--- config.mk ---
export PLATFORM = sky130hd
export DESIGN_NAME = high_priority_status_tx_flat
export DESIGN_NICKNAME = d
export VERILOG_FILES = /design/src/rtl/high_priority_status_tx_if.sv /design/src/rtl/high_priority_status_tx.sv /design/src/flat_wrapper.sv
export SDC_FILE = /design/constraint.sdc
export NUM_CORES = 1
export LEC_CHECK = 0
export ABC_AREA = 1
export ABC_CLOCK_PERIOD_IN_PS = 2900
export CAP_MARGIN = 10
export CORE_UTILIZATION = 40
export CTS_CLUSTER_SIZE = 10
export DETAILED_ROUTE_END_ITERATION = 10
export HOLD_SLACK_MARGIN = 0.02
export PLACE_DENSITY = 0.74
export SKIP_CTS_REPAIR_TIMING = 1
export SLEW_MARGIN = 20
export SYNTH_ARGS = -nofsm -noshare
export SYNTH_HDL_FRONTEND = slang
export SYNTH_SLANG_ARGS = --single-unit
--- constraint.sdc ---
create_clock -name clock -period 2.9 [get_ports clock]
set_input_delay 0.58 -clock clock [delete_from_list [all_inputs] [get_ports clock]]
set_output_delay 0.58 -clock clock [all_outputs]
set_load 0.02 [all_outputs]
--- src/rtl/high_priority_status_tx_if.sv ---
// ---------------------------------------------------------------------------
// high_priority_status_tx_if
//   Handshake and payload bundle between the high-priority status packet
//   generator and the UDP transmitter.
//
//   udp_tx_request  generator -> tx : asks for a transmit slot
//   udp_tx_enable   tx -> generator : grant, one cycle or longer
//   udp_tx_data     generator -> tx : payload byte
//   udp_tx_valid    generator -> tx : udp_tx_data valid this cycle
//   udp_tx_last     generator -> tx : final payload byte
//   udp_tx_length   generator -> tx : payload length in bytes (constant)
//   udp_tx_port     generator -> tx : UDP source port (constant)
//
//   master = packet generator, slave = UDP transmitter.
// ---------------------------------------------------------------------------
interface high_priority_status_tx_if;
    logic        udp_tx_request;
    logic        udp_tx_enable;
    logic [7:0]  udp_tx_data;
    logic        udp_tx_valid;
    logic        udp_tx_last;
    logic [10:0] udp_tx_length;
    logic [15:0] udp_tx_port;

    modport master (
        output udp_tx_request,
        output udp_tx_data,
        output udp_tx_valid,
        output udp_tx_last,
        output udp_tx_length,
        output udp_tx_port,
        input  udp_tx_enable
    );

    modport slave (
        input  udp_tx_request,
        input  udp_tx_data,
        input  udp_tx_valid,
        input  udp_tx_last,
        input  udp_tx_length,
        input  udp_tx_port,
        output udp_tx_enable
    );
endinterface

--- src/rtl/high_priority_status_tx.sv ---
// ---------------------------------------------------------------------------
// high_priority_status_tx
//   Builds the fixed-length high-priority status packet (sequence number,
//   key/PTT state, sticky ADC overload, power/voltage readings, user ADCs and
//   user IO) and hands it to the UDP transmitter. A packet is issued every
//   INTERVAL clocks while run is high, and early whenever a key/PTT input
//   changes. At most one extra packet can be queued while one is in flight.
//
// Ports
//   clock, reset_n            sole clock, asynchronous active-low reset
//   run                       packets generated only while high
//   PTT_in, Dot_in, Dash_in   key/PTT status
//   ADC_overload[7:0]         per-ADC overload strobes (accumulated, sticky)
//   Exciter_power, FWD_power, REV_power, Supply_volts [15:0]
//   User_ADC0..User_ADC3 [15:0], User_IO[7:0]
//   udp                       handshake/payload bundle to the UDP transmitter
// ---------------------------------------------------------------------------
module high_priority_status_tx #(
    parameter logic [15:0] port     = 16'd1025,
    parameter int          INTERVAL = 1228800,
    parameter int          PKT_LEN  = 60
) (
    input  logic        clock,
    input  logic        reset_n,
    input  logic        run,
    input  logic        PTT_in,
    input  logic        Dot_in,
    input  logic        Dash_in,
    input  logic [7:0]  ADC_overload,
    input  logic [15:0] Exciter_power,
    input  logic [15:0] FWD_power,
    input  logic [15:0] REV_power,
    input  logic [15:0] Supply_volts,
    input  logic [15:0] User_ADC0,
    input  logic [15:0] User_ADC1,
    input  logic [15:0] User_ADC2,
    input  logic [15:0] User_ADC3,
    input  logic [7:0]  User_IO,
    high_priority_status_tx_if.master udp
);

    localparam int CNT_W = (INTERVAL > 1) ? $clog2(INTERVAL) : 1;
    localparam int IDX_W = (PKT_LEN > 1) ? $clog2(PKT_LEN) : 1;
    localparam logic [CNT_W-1:0] CNT_WRAP = CNT_W'(INTERVAL - 1);
    localparam logic [IDX_W-1:0] LAST_IDX = IDX_W'(PKT_LEN - 1);

    typedef enum logic [1:0] {IDLE, REQUEST, SEND} state_t;

    state_t           state_reg;
    logic [CNT_W-1:0] cnt_reg;
    logic [IDX_W-1:0] idx_reg;
    logic [31:0]      seq_reg;
    logic             pending_reg;
    logic             pending_next;
    logic             run_d_reg;
    logic [2:0]       key_d_reg;
    logic [7:0]       ovl_acc_reg;

    logic             request_reg;
    logic             valid_reg;
    logic             last_reg;
    logic [7:0]       data_reg;

    // Snapshot taken on the grant edge; the payload reads only these.
    logic [2:0]       snap_keys_reg;
    logic [7:0]       snap_ovl_reg;
    logic [15:0]      snap_exc_reg;
    logic [15:0]      snap_fwd_reg;
    logic [15:0]      snap_rev_reg;
    logic [15:0]      snap_sup_reg;
    logic [7:0]       snap_io_reg;
    logic [15:0]      snap_adc_reg [4];
    logic [15:0]      user_adc     [4];

    logic [2:0]       keys;
    logic             trigger;
    logic             key_change;
    logic             grant;
    logic [IDX_W-1:0] next_idx;
    logic [31:0]      sel_idx;
    logic [7:0]       next_byte;

    assign keys       = {Dash_in, Dot_in, PTT_in};
    assign trigger    = run && (cnt_reg == CNT_WRAP);
    assign key_change = run && (keys != key_d_reg);
    assign grant      = (state_reg == REQUEST) && run && udp.udp_tx_enable;

    assign user_adc[0] = User_ADC0;
    assign user_adc[1] = User_ADC1;
    assign user_adc[2] = User_ADC2;
    assign user_adc[3] = User_ADC3;

    assign udp.udp_tx_request = request_reg;
    assign udp.udp_tx_valid   = valid_reg;
    assign udp.udp_tx_last    = last_reg;
    assign udp.udp_tx_data    = data_reg;
    assign udp.udp_tx_length  = 11'(PKT_LEN);
    assign udp.udp_tx_port    = port;

    // Pending: a trigger that lands while a packet is already in progress, or
    // any key edge, queues one more packet. A new event on the grant cycle
    // wins over the clear so it is not lost. Dropping run discards the queue.
    always_comb begin
        pending_next = pending_reg;
        if (grant)
            pending_next = 1'b0;
        if (key_change || (trigger && (state_reg != IDLE)))
            pending_next = 1'b1;
        if (!run)
            pending_next = 1'b0;
    end

    // Byte to present on the next cycle. On the grant edge the index is 0,
    // which only needs the live sequence register; snapshot-based bytes are
    // not needed until the snapshot has been captured.
    always_comb begin
        next_idx  = (state_reg == SEND) ? (idx_reg + IDX_W'(1)) : '0;
        sel_idx   = 32'(next_idx);
        next_byte = 8'h00;
        case (sel_idx)
            0:       next_byte = seq_reg[31:24];
            1:       next_byte = seq_reg[23:16];
            2:       next_byte = seq_reg[15:8];
            3:       next_byte = seq_reg[7:0];
            4:       next_byte = {5'b0, snap_keys_reg};
            5:       next_byte = snap_ovl_reg;
            6:       next_byte = snap_exc_reg[15:8];
            7:       next_byte = snap_exc_reg[7:0];
            14:      next_byte = snap_fwd_reg[15:8];
            15:      next_byte = snap_fwd_reg[7:0];
            22:      next_byte = snap_rev_reg[15:8];
            23:      next_byte = snap_rev_reg[7:0];
            49:      next_byte = snap_sup_reg[15:8];
            50:      next_byte = snap_sup_reg[7:0];
            51:      next_byte = snap_adc_reg[3][15:8];
            52:      next_byte = snap_adc_reg[3][7:0];
            53:      next_byte = snap_adc_reg[2][15:8];
            54:      next_byte = snap_adc_reg[2][7:0];
            55:      next_byte = snap_adc_reg[1][15:8];
            56:      next_byte = snap_adc_reg[1][7:0];
            57:      next_byte = snap_adc_reg[0][15:8];
            58:      next_byte = snap_adc_reg[0][7:0];
            59:      next_byte = snap_io_reg;
            default: next_byte = 8'h00;
        endcase
    end

    genvar gi;
    generate
        for (gi = 0; gi < 4; gi++) begin : g_adc_snap
            always_ff @(posedge clock or negedge reset_n) begin
                if (!reset_n)
                    snap_adc_reg[gi] <= '0;
                else if (grant)
                    snap_adc_reg[gi] <= user_adc[gi];
            end
        end
    endgenerate

    always_ff @(posedge clock or negedge reset_n) begin
        if (!reset_n) begin
            state_reg     <= IDLE;
            cnt_reg       <= '0;
            idx_reg       <= '0;
            seq_reg       <= '0;
            pending_reg   <= 1'b0;
            run_d_reg     <= 1'b0;
            key_d_reg     <= '0;
            ovl_acc_reg   <= '0;
            request_reg   <= 1'b0;
            valid_reg     <= 1'b0;
            last_reg      <= 1'b0;
            data_reg      <= '0;
            snap_keys_reg <= '0;
            snap_ovl_reg  <= '0;
            snap_exc_reg  <= '0;
            snap_fwd_reg  <= '0;
            snap_rev_reg  <= '0;
            snap_sup_reg  <= '0;
            snap_io_reg   <= '0;
        end else begin
            run_d_reg   <= run;
            key_d_reg   <= keys;
            pending_reg <= pending_next;

            if (!run || trigger)
                cnt_reg <= '0;
            else
                cnt_reg <= cnt_reg + CNT_W'(1);

            // Strobes on the grant cycle go into both the snapshot and the
            // fresh accumulator, so none can fall between two packets.
            if (grant)
                ovl_acc_reg <= ADC_overload;
            else
                ovl_acc_reg <= ovl_acc_reg | ADC_overload;

            case (state_reg)
                IDLE: begin
                    if (run && (trigger || pending_reg)) begin
                        state_reg   <= REQUEST;
                        request_reg <= 1'b1;
                    end
                end
                REQUEST: begin
                    if (!run) begin
                        state_reg   <= IDLE;
                        request_reg <= 1'b0;
                    end else if (udp.udp_tx_enable) begin
                        state_reg     <= SEND;
                        request_reg   <= 1'b0;
                        idx_reg       <= '0;
                        valid_reg     <= 1'b1;
                        last_reg      <= (PKT_LEN == 1);
                        data_reg      <= next_byte;
                        snap_keys_reg <= keys;
                        snap_ovl_reg  <= ovl_acc_reg | ADC_overload;
                        snap_exc_reg  <= Exciter_power;
                        snap_fwd_reg  <= FWD_power;
                        snap_rev_reg  <= REV_power;
                        snap_sup_reg  <= Supply_volts;
                        snap_io_reg   <= User_IO;
                    end
                end
                SEND: begin
                    // run is deliberately ignored here: a started packet
                    // always runs to its last byte.
                    if (idx_reg == LAST_IDX) begin
                        state_reg <= IDLE;
                        idx_reg   <= '0;
                        valid_reg <= 1'b0;
                        last_reg  <= 1'b0;
                        data_reg  <= '0;
                        seq_reg   <= seq_reg + 32'd1;
                    end else begin
                        idx_reg  <= next_idx;
                        data_reg <= next_byte;
                        last_reg <= (next_idx == LAST_IDX);
                    end
                end
                default: begin
                    state_reg   <= IDLE;
                    request_reg <= 1'b0;
                    valid_reg   <= 1'b0;
                    last_reg    <= 1'b0;
                    data_reg    <= '0;
                end
            endcase

            // A new run session always starts numbering from zero.
            if (run && !run_d_reg)
                seq_reg <= '0;
        end
    end

endmodule

--- src/flat_wrapper.sv ---
// flat-port wrapper written by rule: the top's interface ports become plain ports
module high_priority_status_tx_flat 
#(
    parameter logic [15:0] port     = 16'd1025,
    parameter int          INTERVAL = 1228800,
    parameter int          PKT_LEN  = 60
)
  (clock, reset_n, run, PTT_in, Dot_in, Dash_in, ADC_overload, Exciter_power, FWD_power, REV_power, Supply_volts, User_ADC0, User_ADC1, User_ADC2, User_ADC3, User_IO, udp_udp_tx_request, udp_udp_tx_data, udp_udp_tx_valid, udp_udp_tx_last, udp_udp_tx_length, udp_udp_tx_port, udp_udp_tx_enable);
  high_priority_status_tx_if udp_i ();
  input  logic clock;
  input  logic reset_n;
  input  logic run;
  input  logic PTT_in;
  input  logic Dot_in;
  input  logic Dash_in;
  input  logic [7:0] ADC_overload;
  input  logic [15:0] Exciter_power;
  input  logic [15:0] FWD_power;
  input  logic [15:0] REV_power;
  input  logic [15:0] Supply_volts;
  input  logic [15:0] User_ADC0;
  input  logic [15:0] User_ADC1;
  input  logic [15:0] User_ADC2;
  input  logic [15:0] User_ADC3;
  input  logic [7:0] User_IO;
  output wire logic [$bits(udp_i.udp_tx_request)-1:0] udp_udp_tx_request;
  output wire logic [$bits(udp_i.udp_tx_data)-1:0] udp_udp_tx_data;
  output wire logic [$bits(udp_i.udp_tx_valid)-1:0] udp_udp_tx_valid;
  output wire logic [$bits(udp_i.udp_tx_last)-1:0] udp_udp_tx_last;
  output wire logic [$bits(udp_i.udp_tx_length)-1:0] udp_udp_tx_length;
  output wire logic [$bits(udp_i.udp_tx_port)-1:0] udp_udp_tx_port;
  input wire logic [$bits(udp_i.udp_tx_enable)-1:0] udp_udp_tx_enable;
  assign udp_udp_tx_request = udp_i.udp_tx_request;
  assign udp_udp_tx_data = udp_i.udp_tx_data;
  assign udp_udp_tx_valid = udp_i.udp_tx_valid;
  assign udp_udp_tx_last = udp_i.udp_tx_last;
  assign udp_udp_tx_length = udp_i.udp_tx_length;
  assign udp_udp_tx_port = udp_i.udp_tx_port;
  assign udp_i.udp_tx_enable = udp_udp_tx_enable;
  high_priority_status_tx #(.port(port), .INTERVAL(INTERVAL), .PKT_LEN(PKT_LEN)) u_core (.clock(clock), .reset_n(reset_n), .run(run), .PTT_in(PTT_in), .Dot_in(Dot_in), .Dash_in(Dash_in), .ADC_overload(ADC_overload), .Exciter_power(Exciter_power), .FWD_power(FWD_power), .REV_power(REV_power), .Supply_volts(Supply_volts), .User_ADC0(User_ADC0), .User_ADC1(User_ADC1), .User_ADC2(User_ADC2), .User_ADC3(User_ADC3), .User_IO(User_IO), .udp(udp_i));
endmodule
==> impl_metrics.env, run 1 <==
export IMPL_yosysSeqAreaShare_pct=48.6
export IMPL_final_max_slew_viol_count=0
export IMPL_crit_fanout=10
export IMPL_netlist_area_leader_share_pct=48.6
export IMPL_fin_crit_ns=2.70
export IMPL_gp_congestion=0.978
export IMPL_slew_headroom_pct=27.7
export IMPL_syn_cell_area_um2=12000
export IMPL_critPathMostFrequentCell="nand2_1"
export IMPL_drc=0
export IMPL_cp_data_required_time_ns=3.36
export IMPL_wirelength_mm=36.5
export IMPL_yosys_top_cells_count="nand2_1, dfrtp_1, nor2_1"
export IMPL_synth_edff_count=0
export IMPL_multi_input_area_um2=5470
export IMPL_core_um2=29100
export IMPL_ys_async_sr_fraction_pct=100
export IMPL_grt_total_usage_pct=23.9
export IMPL_clock_sink_count=232
export IMPL_end_kind="flip-flop"
export IMPL_powerDensity_nw_per_um2=697
export IMPL_min_path_type="input pin to asynchronous set/reset pin"
export IMPL_fillCellCount=2791
export IMPL_yosysTopAreaCell="dfrtp_1"
export IMPL_reg2reg_depth=15
export IMPL_top_layer_used="met4"
export IMPL_first_pass_iters=5
export IMPL_seq_area_um2=5810
export IMPL_hold_viol_final=0
export IMPL_overflow=0
export IMPL_ys_types=45
export IMPL_netlist_instances=1627
export IMPL_ys_flop_type="dfrtp_1"
export IMPL_synthTopCellsByArea="dfrtp_1, nand2_1, nor2_1, nand3_1, inv_1"
export IMPL_cts_tree="built"
export IMPL_drt_iter0_markers=1040
export IMPL_post_route_cell_area_um2=14900
export IMPL_critPathLaunchType="flip-flop"
export IMPL_grt_max_degree=97
export IMPL_critPathKind="flip-flop to flip-flop"
export IMPL_dieArea_um2=30600
export IMPL_wl_per_cell_um=16.7
export IMPL_ant_nets=0
export IMPL_crit_chain="inv_1, ha_1, inv_1, nor2_1, nand2_2, nor2_1, buf_4, nand2_1, nand2_1, nor2_1, nand2_1, nor2_1, nand2_1, nand2_1, nand2_1"
export IMPL_area_growth_pct=24.3
export IMPL_dr_wl_met2_mm=16.9
export IMPL_dr_wl_met3_mm=2.60
export IMPL_largest_register_ffs=64
export IMPL_clk_insertion_delay_late_ns=0.57
export IMPL_setup_viol=0
export IMPL_grt_pass1_vias=10700
export IMPL_dpl_instance_area_um2=14000
export IMPL_grt_pass1_wl_mm=57.2
export IMPL_drive_gt1_share_pct=5.49
export IMPL_max_stage_delay_ns=0.38
export IMPL_cp_arrival_ns=3.16
export IMPL_die_w_um=175
export IMPL_max_freq_mhz=370
export IMPL_outcome="finished clean"
export IMPL_reg2reg_from="u_core.state_reg[0]$_DFFE_PN0P_"
export IMPL_rows=62
export IMPL_clkTransAtPathRegs_ns=0.06
export IMPL_place_hpwl_mm=27.2
export IMPL_timing_max_cap_violations=0
export IMPL_power_leakage_nw=7.24
export IMPL_syn_area_per_cell_um2=7.35
export IMPL_n_antenna_cell=0
export IMPL_clk_path_buf_depth=3
export IMPL_start_util_pct=41.1
export IMPL_boundaryPins=189
export IMPL_tightest_slew_ns=1.08
export IMPL_synth_seq_cells=232
export IMPL_setup_tns_ns=0
export IMPL_grt_antenna_before_repair=0
export IMPL_clockRootBuffer="clkbuf_16"
export IMPL_h_tree_depth=1
export IMPL_cts_buffers=28
export IMPL_wl_met1_mm=16.0
export IMPL_nets=1952
export IMPL_r2r_slack_ns=0.20
export IMPL_io_buffers=161
export IMPL_avgViaCountPerCell=5.06
export IMPL_rsz0062_at_grt="false"
export IMPL_r2r_end="u_core.udp.udp_tx_data[6]$_DFFE_PN0P_"
export IMPL_peakVddDrop_uv=456
export IMPL_route_vias_total=11100
export IMPL_crit_start="u_core.state_reg[0]$_DFFE_PN0P_"
export IMPL_yosysMostFrequentCell="nand2_1"
export IMPL_fin_skew_ns=0.0319
export IMPL_die_h_um=175
export IMPL_period_share_pct=93.2
export IMPL_crit_path_top_delay_cell="dfrtp_1"
export IMPL_synth_warnings=0
## layout make-up
cell class,instances,area share [%]
inverters,96,2.44
clock buffers,35,5.09
flip-flops and latches,232,39.1
well taps,384,3.23
multi-input cells,1245,36.8
clock inverters,3,0.286
repair buffers,192,13.1
## metrics by stage
stage,setup slack [ns],utilization (%),hold slack [ns],power [mW],instances
after global routing,0.0172,51.1,0.127,10.9,2187
after detailed placement,0.225,48.3,0.459,7.23,2149
after floorplan,0.835,-,0.284,6.25,1652
after global placement,0.209,48.3,0.455,7.14,2149
final,0.198,51.1,0.0552,10.4,2187
after CTS,0.196,51.0,0.107,10.4,2187
## layer usage
metal | vias up | global-route usage (%)
met5 | - | 0
met1 | 5137 | 32.7
met3 | 69 | 4.48
met2 | 429 | 38.2
li1 | 5432 | -
met4 | 0 | 7.50
## report_power, final
group	total, mW	internal (mW)	switching, mW
combinational	2.20	0.853	1.34
clock	3.15	1.81	1.34
sequential	5.01	4.30	0.714
## worst max-delay path, delay by kind of cell, from the launching register on
| family | cells | cell delay (ns) |
|---|---|---|
| and+or+nand+nor | 11 | 1.44 |
| buffers and inverters | 3 | 0.50 |
| adders and majority gates | 1 | 0.30 |
| DFF | 1 | 0.38 |
## cells by family (layout without fill, tap and decap cells)
logic type / after synthesis / in the layout / share of synthesized area [%]
simple gates: 1102 / 1102 / 38.1
xor+xnor: 20 / 20 / 1.47
other cells: 2 / 27 / 0.0628
compound gates: 90 / 90 / 4.52
flops: 232 / 232 / 48.6
buf+inv: 175 / 326 / 6.70
fa+ha+maj: 6 / 6 / 0.628
## cells in the final DEF, fill, tap and decap left out, types with 16 or more instances in the layout
| master | instances |
|---|---|
| clkbuf_16 | 28 |
| nand4_1 | 43 |
| o21ai_0 | 31 |
| inv_1 | 88 |
| xor2_1 | 16 |
| nor2_1 | 123 |
| clkdlybuf4s50_1 | 160 |
| dfrtp_1 | 232 |
| buf_4 | 23 |
| conb_1 | 27 |
| a21oi_1 | 20 |
| nand3_1 | 92 |
| nor3_1 | 27 |
| nand2_1 | 773 |
## how the worst max path moves through the flow
stage / to / slack, ns
finish: u_core.udp.udp_tx_data[6]$_DFFE_PN0P_ / 0.20
global route: u_core.udp.udp_tx_data[0]$_DFFE_PN0P_ / 0.02
CTS: u_core.udp.udp_tx_data[4]$_DFFE_PN0P_ / 0.20
detailed placement: u_core.udp.udp_tx_data[2]$_DFFE_PN0P_ / 0.22
global placement: u_core.udp.udp_tx_data[3]$_DFFE_PN0P_ / 0.21
floorplan: u_core.udp.udp_tx_data[0]$_DFFE_PN0P_ / 0.84
Power figures use the tool's default switching activity.
==> inputs of run 2 (changes only) <==
--- a/config.mk
+++ b/config.mk
@@ -12,9 +12,8 @@
 export CTS_CLUSTER_SIZE = 10
 export DETAILED_ROUTE_END_ITERATION = 10
 export HOLD_SLACK_MARGIN = 0.02
-export PLACE_DENSITY = 0.74
 export SKIP_CTS_REPAIR_TIMING = 1
-export SLEW_MARGIN = 20
+export SLEW_MARGIN = 10
 export SYNTH_ARGS = -nofsm -noshare
 export SYNTH_HDL_FRONTEND = slang
 export SYNTH_SLANG_ARGS = --single-unit
==> impl_metrics.env, run 2 (synthesized netlist as in run 1, its figures left out) <==
export IMPL_grt_antenna_before_repair=0
export IMPL_hp_start="u_core.snap_sup_reg[2]$_DFFE_PN0P_"
export IMPL_fillCellCount=2939
export IMPL_dp_slack_ns=0.127
export IMPL_drc=0
export IMPL_setup_tns_ns=0
export IMPL_setup_viol=0
export IMPL_gp_congestion=0.881
export IMPL_drive_gt1_share_pct=5.74
export IMPL_max_freq_mhz=372
export IMPL_critPathLaunchType="flip-flop"
export IMPL_grt_use_met2_pct=37.5
export IMPL_power_leakage_nw=7.24
export IMPL_place_hpwl_mm=27.1
export IMPL_met1_usage_pct=35.0
export IMPL_dieArea_um2=30600
export IMPL_h_tree_depth=1
export IMPL_switchingPower_mw=3.42
export IMPL_reg2reg_from="u_core.idx_reg[0]$_DFFE_PN0P_"
export IMPL_clk_insertion_delay_late_ns=0.56
export IMPL_hold_slack_ns=0.468
export IMPL_dpl_instance_area_um2=14000
export IMPL_crit_fanout=10
export IMPL_start_util_pct=41.1
export IMPL_final_common_cell="nand2_1"
export IMPL_first_pass_iters=5
export IMPL_die_w_um=175
export IMPL_min_path_type="flip-flop to flip-flop"
export IMPL_wirelength_mm=36.7
export IMPL_cts_buffers=29
export IMPL_clk_path_buf_depth=3
export IMPL_cp_data_required_time_ns=3.38
export IMPL_drt_iter0_markers=894
export IMPL_period_share_pct=92.7
export IMPL_final_max_slew_viol_count=0
export IMPL_p_seq_share_pct=48.1
export IMPL_wl_per_cell_um=16.7
export IMPL_clkTransAtPathRegs_ns=0.06
export IMPL_cp_arrival_ns=3.17
export IMPL_die_h_um=175
export IMPL_pwr_share_clk_pct=31.0
export IMPL_crit_start="u_core.idx_reg[0]$_DFFE_PN0P_"
export IMPL_critPathMostFrequentCell="nand2_1"
export IMPL_combPwrFrac_pct=20.9
export IMPL_fin_skew_ns=0.0239
export IMPL_peakVddDrop_uv=464
export IMPL_grt_util_met3_pct=4.20
export IMPL_crit_chain="ha_1, nand2_1, inv_1, nand2_1, nand2_1, nor2_1, nand2_2, nor2_1, buf_4, nand2_1, nand2_1, nor2_1, nand2_1, nor2_1, nand2_1, nand2_1, nand2_1"
export IMPL_hold_viol_final=0
export IMPL_grt_pass1_vias=10800
export IMPL_io_buffers=161
export IMPL_largest_register_ffs=64
export IMPL_max_stage_delay_ns=0.43
export IMPL_clockRootBuffer="clkbuf_16"
export IMPL_avgViaCountPerCell=5.00
export IMPL_timing_max_cap_violations=0
export IMPL_grt_max_degree=155
export IMPL_slew_headroom_pct=51.5
export IMPL_layout_common_cells="nand2_1, dfrtp_1, clkdlybuf4s50_1"
export IMPL_end_kind="flip-flop"
export IMPL_internal_power_mw=7.07
export IMPL_area_growth_pct=24.3
export IMPL_boundaryPins=189
export IMPL_cts_tree="built"
export IMPL_grt_pass1_wl_mm=58.6
export IMPL_n_antenna_cell=0
export IMPL_rows=62
export IMPL_fin_ws_ns=0.211
export IMPL_powerDensity_nw_per_um2=706
export IMPL_overflow=0
export IMPL_crit_path_top_delay_cell="dfrtp_1"
export IMPL_core_um2=29100
export IMPL_outcome="finished clean"
export IMPL_rsz0062_at_grt="false"
export IMPL_grt_total_usage_pct=24.3
export IMPL_swShare_pct=32.6
export IMPL_critPathKind="flip-flop to flip-flop"
export IMPL_tightest_slew_ns=0.727
export IMPL_post_route_cell_area_um2=14900
export IMPL_fin_crit_ns=2.69
export IMPL_nets=1953
export IMPL_route_vias_total=11000
export IMPL_busiest_layer="met2"
export IMPL_clock_sink_count=232
export IMPL_ant_nets=0
==> run 2: cell types whose count changed in the layout (fill, tap and decap cells not counted), sizes merged <==
cell / before / now
clkbuf: 35 / 42
inv: 91 / 92
dlygate4sd3: 0 / 1
buf: 32 / 31
==> run 2: layer usage <==
| layer | routed length, um | vias up |
|---|---|---|
| li1 | - | 5437 |
| met1 | 17100 | 5122 |
| met2 | 16300 | 360 |
| met3 | 2270 | 60 |
| met4 | 965 | 0 |
| met5 | 0 | - |
==> run 2: critical path: cells and delay by family, from the launching register on <==
kind                       cells  cell delay, ns
buffers and inverters          2            0.29
DFF                            1            0.43
adders and majority gates      1            0.29
and+or+nand+nor               14            1.62
==> run 2: cell type report <==
| cell class | count | area, um^2 | area share (%) |
|---|---|---|---|
| Clock inverter | 4 | 26.3 | 0.177 |
| Timing Repair Buffer | 192 | 1900 | 12.8 |
| Sequential cell | 232 | 5810 | 39.1 |
| Clock buffer | 42 | 815 | 5.48 |
| Inverter | 96 | 363 | 2.44 |
| Multi-Input combinational cell | 1245 | 5470 | 36.8 |
| Tap cell | 384 | 480 | 3.23 |
==> run 2: worst paths after layout <==
path | to | slack, ns | cells after the start
min in group asynchronous | u_core.seq_reg[23]$_DFFE_PN0P_ | 0.54 | 2
setup / recovery | u_core.udp.udp_tx_data[2]$_DFFE_PN0P_ | 0.21 | 17
hold / removal | u_core.snap_sup_reg[2]$_DFFE_PN0P_ | 0.47 | 2
hold reg to reg | u_core.snap_sup_reg[2]$_DFFE_PN0P_ | 0.47 | 2
setup reg to reg | u_core.udp.udp_tx_data[2]$_DFFE_PN0P_ | 0.21 | 17
max in group asynchronous | u_core.state_reg[0]$_DFFE_PN0P_ | 1.59 | 3
==> run 2: metrics by stage <==
step	std cells	util, %	power (mW)
CTS	2194	51.0	10.6
global placement	2148	48.1	7.21
detailed placement	2148	48.1	7.27
finish	2195	51.1	10.5
floorplan	1652	-	6.25
global route	2195	51.1	11.1
==> run 2: power by group through the flow <==
| stage | Clock [mW] | Combinational, mW | Sequential (mW) |
|---|---|---|---|
| after floorplan | 0 | 1.45 | 4.80 |
| after global placement | 0 | 2.15 | 5.06 |
| after detailed placement | 0 | 2.21 | 5.06 |
| after CTS | 3.33 | 2.22 | 5.03 |
| after global routing | 3.45 | 2.55 | 5.15 |
| final | 3.25 | 2.19 | 5.04 |
==> inputs of run 3 (changes only) <==
--- a/config.mk
+++ b/config.mk
@@ -9,6 +9,7 @@
 export ABC_CLOCK_PERIOD_IN_PS = 2900
 export CAP_MARGIN = 10
 export CORE_UTILIZATION = 40
+export CTS_BUF_LIST = sky130_fd_sc_hd__clkbuf_4 sky130_fd_sc_hd__clkbuf_8
 export CTS_CLUSTER_SIZE = 10
 export DETAILED_ROUTE_END_ITERATION = 10
 export HOLD_SLACK_MARGIN = 0.02
==> impl_metrics.env, run 3 (synthesized netlist as in run 1, its figures left out) <==
export IMPL_critPathMostFrequentCell="nand2_1"
export IMPL_rsz0062_at_grt="false"
export IMPL_max_freq_mhz=379
export IMPL_gp_congestion=0.881
export IMPL_peakVddDrop_uv=264
export IMPL_swShare_pct=32.9
export IMPL_max_stage_delay_ns=0.43
export IMPL_final_cell_count_no_fill=2220
export IMPL_ant_nets=0
export IMPL_crit_fanout=10
export IMPL_avgViaCountPerCell=4.97
export IMPL_area_growth_pct=24.5
export IMPL_place_hpwl_mm=27.1
export IMPL_setup_viol=0
export IMPL_layout_common_cells="nand2_1, dfrtp_1, clkdlybuf4s50_1"
export IMPL_drc=0
export IMPL_dieArea_um2=30600
export IMPL_hold_depth=2
export IMPL_timing_max_cap_violations=0
export IMPL_setup_tns_ns=0
export IMPL_dp_cells=2148
export IMPL_fin_ws_ns=0.264
export IMPL_hold_slack_ns=0.469
export IMPL_grt_total_usage_pct=24.4
export IMPL_start_util_pct=41.1
export IMPL_crit_chain="ha_1, nand2_1, inv_1, nand2_1, nand2_1, nor2_1, nand2_2, nor2_1, buf_4, nand2_1, nand2_1, nor2_1, nand2_1, nor2_1, nand2_1, nand2_1, nand2_1"
export IMPL_critPathLaunchType="flip-flop"
export IMPL_core_um2=29100
export IMPL_powerDensity_nw_per_um2=701
export IMPL_r2r_slack_ns=0.26
export IMPL_combPwrFrac_pct=21.0
export IMPL_p_seq_share_pct=48.3
export IMPL_min_path_type="flip-flop to flip-flop"
export IMPL_reg2reg_from="u_core.idx_reg[0]$_DFFE_PN0P_"
export IMPL_fin_crit_ns=2.64
export IMPL_fillCellCount=2941
export IMPL_clk_insertion_delay_late_ns=0.53
export IMPL_first_pass_iters=5
export IMPL_switchingPower_mw=3.43
export IMPL_dp_slack_ns=0.127
export IMPL_period_share_pct=90.9
export IMPL_drt_iter0_markers=884
export IMPL_route_vias_total=11000
export IMPL_cp_buffers_inverters=2
export IMPL_boundaryPins=189
export IMPL_die_h_um=175
export IMPL_rows=62
export IMPL_hp_start="u_core.snap_rev_reg[5]$_DFFE_PN0P_"
export IMPL_hold_viol_final=0
export IMPL_grt_pass1_vias=10900
export IMPL_slew_headroom_pct=47.5
export IMPL_largest_register_ffs=64
export IMPL_nets=1965
export IMPL_end_kind="flip-flop"
export IMPL_fin_skew_ns=0.0160
export IMPL_io_buffers=161
export IMPL_drive_gt1_share_pct=7.52
export IMPL_wl_per_cell_um=16.5
export IMPL_clk_path_buf_depth=3
export IMPL_wirelength_mm=36.7
export IMPL_holdPathEnd="u_core.snap_rev_reg[5]$_DFFE_PN0P_"
export IMPL_r2r_end="u_core.udp.udp_tx_data[2]$_DFFE_PN0P_"
export IMPL_clkTransAtPathRegs_ns=0.06
export IMPL_cp_arrival_ns=3.11
export IMPL_grt_antenna_before_repair=0
export IMPL_clock_sink_count=232
export IMPL_overflow=0
export IMPL_h_tree_depth=2
export IMPL_critPathKind="flip-flop to flip-flop"
export IMPL_crit_path_top_delay_cell="dfrtp_1"
export IMPL_final_common_cell="nand2_1"
export IMPL_pwr_share_clk_pct=30.7
export IMPL_cp_data_required_time_ns=3.37
export IMPL_crit_family="simple AND/OR/NAND/NOR gates"
export IMPL_grt_max_degree=155
export IMPL_die_w_um=175
export IMPL_cts_tree="built"
export IMPL_reg2reg_depth=17
export IMPL_clockRootBuffer="clkbuf_8"
export IMPL_n_antenna_cell=0
export IMPL_power_leakage_nw=7.30
export IMPL_grt_pass1_wl_mm=58.8
export IMPL_cts_buffers=41
export IMPL_internal_power_mw=7.00
export IMPL_tightest_slew_ns=0.787
export IMPL_outcome="finished clean"
export IMPL_final_max_slew_viol_count=0
## run 3: how the worst max path moves through the flow
stage / start / endpoint / cells past startpoint
5_1_grt: u_core.idx_reg[0]$_DFFE_PN0P_ / u_core.udp.udp_tx_data[2]$_DFFE_PN0P_ / 16
6_report: u_core.idx_reg[0]$_DFFE_PN0P_ / u_core.udp.udp_tx_data[2]$_DFFE_PN0P_ / 17
3_5_place_dp: u_core.state_reg[0]$_DFFE_PN0P_ / u_core.udp.udp_tx_data[5]$_DFFE_PN0P_ / 14
2_1_floorplan: u_core.idx_reg[0]$_DFFE_PN0P_ / u_core.udp.udp_tx_data[0]$_DFFE_PN0P_ / 14
4_1_cts: u_core.state_reg[0]$_DFFE_PN0P_ / u_core.udp.udp_tx_data[5]$_DFFE_PN0P_ / 14
3_3_place_gp: u_core.state_reg[0]$_DFFE_PN0P_ / u_core.udp.udp_tx_data[2]$_DFFE_PN0P_ / 15
## run 3: tightest hold or removal path, stage by stage (launching register included)
cell     delay (ns)
dfrtp_1        0.34
nand2_1        0.05
nand2_1        0.04
## run 3: metal layers
metal / part of all wire, % / track usage [%]
met1: 47 / 35.1
met2: 44 / 37.4
met3: 6.3 / 4.50
met4: 2.6 / 7.46
met5: 0 / 0
## run 3: through the flow
stage | power (mW) | util [%] | area (um^2)
after floorplan | 6.25 | - | 12000
final | 10.4 | 51.2 | 14900
after CTS | 10.5 | 51.1 | 14900
after global placement | 7.21 | 48.1 | 14000
after global routing | 11.1 | 51.2 | 14900
after detailed placement | 7.27 | 48.1 | 14000
## run 3: final cells by class
class                   instances  area [um^2]  area share, %
multi-input cells            1245         5470           36.7
clock inverters                 9         76.3          0.513
flip-flops and latches        232         5810           39.0
repair buffers                192         1900           12.8
well taps                     384          480           3.23
inverters                      96          363           2.44
clock buffers                  62          797           5.35
## run 3: power by group through the flow
stage                     clock [mW]  sequential [mW]  combinational [mW]
after global routing            3.42             5.15                2.55
after CTS                       3.27             5.02                2.22
after floorplan                    0             4.80                1.45
final                           3.20             5.03                2.19
after detailed placement           0             5.06                2.21
after global placement             0             5.06                2.15
